**config.mk**
```make
export PLATFORM = sky130hd
export DESIGN_NAME = ahb_master_if
export DESIGN_NICKNAME = d
export VERILOG_FILES = /design/src/rtl/ahb_pkg.sv /design/src/rtl/ahb_master_if.sv
export SDC_FILE = /design/constraint.sdc
export NUM_CORES = 1
export LEC_CHECK = 0
export CAP_MARGIN = 40
export CELL_PAD_IN_SITES_DETAIL_PLACEMENT = 1
export CELL_PAD_IN_SITES_GLOBAL_PLACEMENT = 2
export CORE_MARGIN = 2
export CORE_UTILIZATION = 30
export CTS_BUF_LIST = sky130_fd_sc_hd__clkbuf_4 sky130_fd_sc_hd__clkbuf_8
export DETAILED_ROUTE_END_ITERATION = 8
export PLACE_DENSITY = 0.87
export RECOVER_POWER = 25
export REMOVE_ABC_BUFFERS = 1
export SLEW_MARGIN = 25
export SYNTH_ARGS = -nofsm -noshare
export SYNTH_HDL_FRONTEND = slang
export SYNTH_SLANG_ARGS = --single-unit
```
**constraint.sdc**
```tcl
create_clock -name HCLK -period 2.2 [get_ports HCLK]
set_clock_uncertainty 0.05 [all_clocks]
set_input_delay 0.44 -clock HCLK [delete_from_list [all_inputs] [get_ports HCLK]]
set_output_delay 0.44 -clock HCLK [all_outputs]
set_load 0.005 [all_outputs]
```
**src/rtl/ahb_pkg.sv**
```systemverilog
// Shared AHB definitions: bus widths, HTRANS/HRESP/HSIZE encodings and the
// master interface state enumeration.
package ahb_pkg;

  localparam int AHB_ADDR_BITS = 32;
  localparam int AHB_DATA_BITS = 32;

  localparam logic [1:0] HTRANS_IDLE   = 2'b00;
  localparam logic [1:0] HTRANS_NONSEQ = 2'b10;

  localparam logic [1:0] HRESP_OKAY  = 2'b00;
  localparam logic [1:0] HRESP_ERROR = 2'b01;
  localparam logic [1:0] HRESP_RETRY = 2'b10;
  localparam logic [1:0] HRESP_SPLIT = 2'b11;

  localparam logic [2:0] HSIZE_BYTE = 3'd0;
  localparam logic [2:0] HSIZE_HALF = 3'd1;
  localparam logic [2:0] HSIZE_WORD = 3'd2;

  typedef enum logic [1:0] {IDLE, REQ, ADDR, DATA} state_t;

endpackage

```
**src/rtl/ahb_master_if.sv**
```systemverilog
// Single-transfer AHB master: arbitrates for the bus, runs one address/data
// phase pair and retries on RETRY/SPLIT up to MAX_RETRY times.
module ahb_master_if
  import ahb_pkg::*;
#(
  parameter int ADDR_W    = AHB_ADDR_BITS,
  parameter int DATA_W    = AHB_DATA_BITS,
  parameter int MAX_RETRY = 15
) (
  input  logic              HCLK,
  input  logic              HRESETn,
  input  logic              req_valid,
  output logic              req_ready,
  input  logic              req_write,
  input  logic [ADDR_W-1:0] req_addr,
  input  logic [2:0]        req_size,
  input  logic [DATA_W-1:0] req_wdata,
  input  logic              req_lock,
  output logic              rsp_valid,
  output logic [DATA_W-1:0] rsp_rdata,
  output logic              rsp_err,
  input  logic              HGRANT,
  input  logic              HREADY,
  input  logic [1:0]        HRESP,
  input  logic [DATA_W-1:0] HRDATA,
  output logic              HBUSREQ,
  output logic              HLOCK,
  output logic [1:0]        HTRANS,
  output logic [ADDR_W-1:0] HADDR,
  output logic              HWRITE,
  output logic [2:0]        HSIZE,
  output logic [DATA_W-1:0] HWDATA
);

  localparam int CNT_W = (MAX_RETRY < 1) ? 1 : $clog2(MAX_RETRY + 1);

  state_t              state_reg, state_next;
  logic                write_reg, lock_reg;
  logic [ADDR_W-1:0]   addr_reg, haddr_reg;
  logic [2:0]          size_reg, hsize_reg;
  logic [DATA_W-1:0]   wdata_reg, rdata_reg;
  logic [CNT_W-1:0]    retry_cnt_reg;
  logic                hwrite_reg, valid_reg, err_reg;

  logic accept, grant_take, retry_take, done, done_err;

  always_comb begin
    state_next = state_reg;
    req_ready  = 1'b0;
    HBUSREQ    = 1'b0;
    HLOCK      = 1'b0;
    HTRANS     = HTRANS_IDLE;
    HWDATA     = '0;
    accept     = 1'b0;
    grant_take = 1'b0;
    retry_take = 1'b0;
    done       = 1'b0;
    done_err   = 1'b0;
    case (state_reg)
      IDLE: begin
        // Gated so the port reads 0 while reset is held.
        req_ready = HRESETn;
        if (req_valid && HRESETn) begin
          accept     = 1'b1;
          state_next = REQ;
        end
      end
      REQ: begin
        HBUSREQ = 1'b1;
        HLOCK   = lock_reg;
        if (HGRANT && HREADY) begin
          grant_take = 1'b1;
          state_next = ADDR;
        end
      end
      ADDR: begin
        HTRANS  = HTRANS_NONSEQ;
        HBUSREQ = lock_reg;
        HLOCK   = lock_reg;
        if (HREADY) state_next = DATA;
      end
      DATA: begin
        HWDATA  = wdata_reg;
        HBUSREQ = lock_reg;
        HLOCK   = lock_reg;
        if (HREADY) begin
          case (HRESP)
            HRESP_OKAY: done = 1'b1;
            HRESP_ERROR: begin
              done     = 1'b1;
              done_err = 1'b1;
            end
            default: begin
              if (retry_cnt_reg < CNT_W'(MAX_RETRY)) retry_take = 1'b1;
              else begin
                done     = 1'b1;
                done_err = 1'b1;
              end
            end
          endcase
          state_next = retry_take ? REQ : IDLE;
        end
      end
      default: state_next = IDLE;
    endcase
  end

  always_ff @(posedge HCLK or negedge HRESETn) begin
    if (!HRESETn) begin
      state_reg     <= IDLE;
      write_reg     <= 1'b0;
      lock_reg      <= 1'b0;
      addr_reg      <= '0;
      size_reg      <= '0;
      wdata_reg     <= '0;
      retry_cnt_reg <= '0;
      haddr_reg     <= '0;
      hwrite_reg    <= 1'b0;
      hsize_reg     <= '0;
      valid_reg     <= 1'b0;
      err_reg       <= 1'b0;
      rdata_reg     <= '0;
    end else begin
      state_reg <= state_next;
      if (accept) begin
        write_reg     <= req_write;
        lock_reg      <= req_lock;
        addr_reg      <= req_addr;
        size_reg      <= req_size;
        wdata_reg     <= req_wdata;
        retry_cnt_reg <= '0;
      end
      if (retry_take) retry_cnt_reg <= retry_cnt_reg + CNT_W'(1);
      // Address-phase controls only change when ownership is taken, so they
      // hold their last values otherwise.
      if (grant_take) begin
        haddr_reg  <= addr_reg;
        hwrite_reg <= write_reg;
        hsize_reg  <= size_reg;
      end
      valid_reg <= done;
      err_reg   <= done_err;
      rdata_reg <= (done && !done_err && !write_reg) ? HRDATA : '0;
    end
  end

  assign HADDR     = haddr_reg;
  assign HWRITE    = hwrite_reg;
  assign HSIZE     = hsize_reg;
  assign rsp_valid = valid_reg;
  assign rsp_err   = err_reg;
  assign rsp_rdata = rdata_reg;

endmodule

```
==> summary.md <==
| Metric | Value |
|---|---|
| Io pins | ~220 |
| Insertion delay to the later sink of the worst-skew pair | about 420 ps |
| Initial Util | a little under a third |
| Comb pwr share | between 30% and 40% |
| VDD IR max | between 0.0004 and 0.0005 V |
| Most frequent cells in the layout | clkdlybuf4s50_1, dfrtp_1, mux2_2 |
| Sw Ratio | between 20 and 30% |
| Internal power | 6924 uW |
| Initial antenna violation count | 1 |
| Synth cell types | 31 |
| Total power | 9633 uW |
| DR iter-0 viols | between 100 and 150 |
| #FFs+latches synth | ~150 |
| H-tree depth | 4 |
| Worst min path class | input pin to asynchronous set/reset pin |
| PwrDens | roughly 1100 mW/mm^2 |
| Clock power frac | 19.9% |
| DRC | 0 |
| # clock sinks | 145 |
| Fraction of layout cells with a size suffix above 1 | slightly above 30% |
| Max Root-Sink Buffers | 2 |
| Root buf cell | clkbuf_8 |
| I/O Buffers | around 210 |
| RSZ-0062 raised after global routing | yes |
| Mapped Cells | 380 |
| Slew @ Worst Pin | roughly 860 ps |
| CTS buffer count | 17 |
| Startpoint Class | register |
| Sequential area share after synthesis | 63.88% |
| CTS tree | built |
| Drt via density | ~4.4 |
| Final Critical Period | 2178 ps |
| Largest cells by area after synthesis | dfrtp_1, mux2_2, and2_1 |
| Crit path DAT | between 1500 and 2000 ps |
| Die H | roughly 140 um |
| Die area | between 0.02 and 0.025 mm^2 |
| Final worst path period share | slightly below 100% |
| Sequential share of power | between 40% and 50% |
| Max Transition Viols Final | 0 |
| Post-DP HPWL | between 10 and 15 mm |
| Most common cell after layout, fill and taps aside | clkdlybuf4s50_1 |
| GRT overflow | 0 |
| TritonRoute pass-1 iters | 4 |
| Std-Cell Rows | 50 |
| Area delta synth->final | 50.24% |
| CP Capture Type | output pin |
| Detailed-route wire length per cell | between 15 and 20 um |
| Clk pin slew, worst setup/hold paths | about 80 ps |
| Fmax achieved | between 400 and 500 MHz |
| Final setup viols | 0 |
| Pin count of the biggest net entering global routing | 63 |
| CP required | about 1700 ps |
| Yosys top cell area share | between 60% and 70% |
| Fill cell count | roughly 1900 |
| Final core area utilization | a little under half |
| Synth area leader | dfrtp_1 |
| Yosys warning count | 0 |
| GPL Wtd Cong | 0.6963 |
| Post-route ant nets | 0 |
| Die Wd | 141.6 um |
| Number of global-route vias before repair | approximately 4200 |
| Area of the core | around 0.019 mm^2 |
| Max FO, Critical Path | 16 |
| Syn avg cell area | 14.95 um^2 |
| Pleak | between 0.003 and 0.004 uW |
| First-pass GRT wire length | around 23 mm |
| Synthesized cell area | between 0.005 and 0.006 mm^2 |
| Reg area | ~0.0036 mm^2 |
| Via count | around 3800 |
| Status | complete, no violations |
| Endpoints failing hold | 0 |
| N_diodes | 0 |
| Slew HR | around 43% |
| Drt total wl | 14.68 mm |
| Multi-input gate area | around 0.0020 mm^2 |
| Fin nets | 729 |
| CP Class | register to output pin |
| Total track usage | approximately 15% |
| Net Sw Power | 2709 uW |
| Max-cap violations | 0 |
[per-stage QoR]
stage | hold slack [ps] | instances | instance area (um^2) | worst slack [ps] | setup TNS (ps)
floorplan | 94.41 | 361 | 5563 | -892.7 | -63890
global placement | 179.4 | 818 | 8119 | 191.6 | 0
detailed placement | 180.0 | 818 | 8119 | 125.2 | 0
CTS | 271.5 | 854 | 8507 | -166.0 | -981.7
global route | 287.9 | 863 | 8534 | -70.18 | -70.18
finish | 310.7 | 863 | 8534 | 21.83 | 0
[power groups by stage]
stage               Sequential (uW)  Clock [uW]  Combinational [uW]
floorplan                      4160           0                1560
global placement               4200           0                3320
detailed placement             4290           0                3460
CTS                            4250        2000                3430
global route                   4390        2100                3790
finish                         4230        1910                3490
[routing by layer]
layer | vias to the layer above | GRT usage [%] | part of all wire [%]
li1 | 1761 | - | -
met3 | 9 | 6.041 | 8.1
met1 | 1927 | 17.55 | 39
met2 | 128 | 24.78 | 52
met4 | 2 | 3.789 | 0.72
met5 | - | 0 | 0.089
[cell usage after synthesis]
library cell  instances
a211o_1               2
a211oi_1              1
a21boi_0              1
a21oi_1               1
a21oi_4               1
a221o_1               1
a22oi_1               1
and2_1               66
and3_1                3
buf_2                 4
buf_4                 8
buf_8                 1
clkbuf_1              6
conb_1                1
dfrtp_1             145
ha_1                  5
inv_1                 2
mux2_2              107
mux2i_1               1
nand2_1               4
nand2b_1              1
nand3_1               6
nand3_2               1
nor2_1                2
nor2b_1               1
nor3_1                1
nor3b_1               2
nor4_1                1
nor4_4                1
o21ai_0               2
o21ba_2               1
[path summary, 6_finish.rpt]
path	startpoint	end	slack, ps	cells after the start
worst min-delay path	HRESETn	lock_reg	310	2
max in group asynchronous	HRESETn	HADDR[6]	390	4
worst max-delay path	state_reg[1]	HWDATA[8]	20	5
worst min register to register	addr_reg[8]	HADDR[8]	450	1
min in group HCLK	addr_reg[8]	HADDR[8]	450	1
worst max register to register	state_reg[1]	state_reg[1]	280	6
[worst max-delay path, stage by stage, from the launching register on]
cell and delay (ps):
dfrtp_1 440, ha_4 210, buf_6 120, clkbuf_16 160
and2_1 130, clkdlybuf4s15_1 200
[what timing repair did]
action / 4_1_cts / 5_1_grt
cloned: 0 / 1
endpoints found under the setup margin: 36 / 11
resized for setup: 34 / 51
buffers inserted: 3 / 7
hold endpoints to repair: 1 / 0
hold buffers: 1 / 0
pin swaps: 1 / 1
[area by class of cell]
class / instances / share of cell area [%]
tap: 234 / 3.431
timing repair buffer: 236 / 26.74
clock inverter: 8 / 0.6451
clock buffer: 24 / 3.650
inverter: 2 / 0.08796
multi-input combinational: 214 / 22.93
sequential: 145 / 42.52
[cell families after synthesis]
kind of cell	after synthesis	share of synthesized area (%)
mux	108	21.39
other cells	1	0.06602
compound gates	11	1.608
simple gates	89	9.758
fa+ha+maj	5	1.101
buf+inv	21	2.203
flops	145	63.88
(Power assumes the default switching activity.)
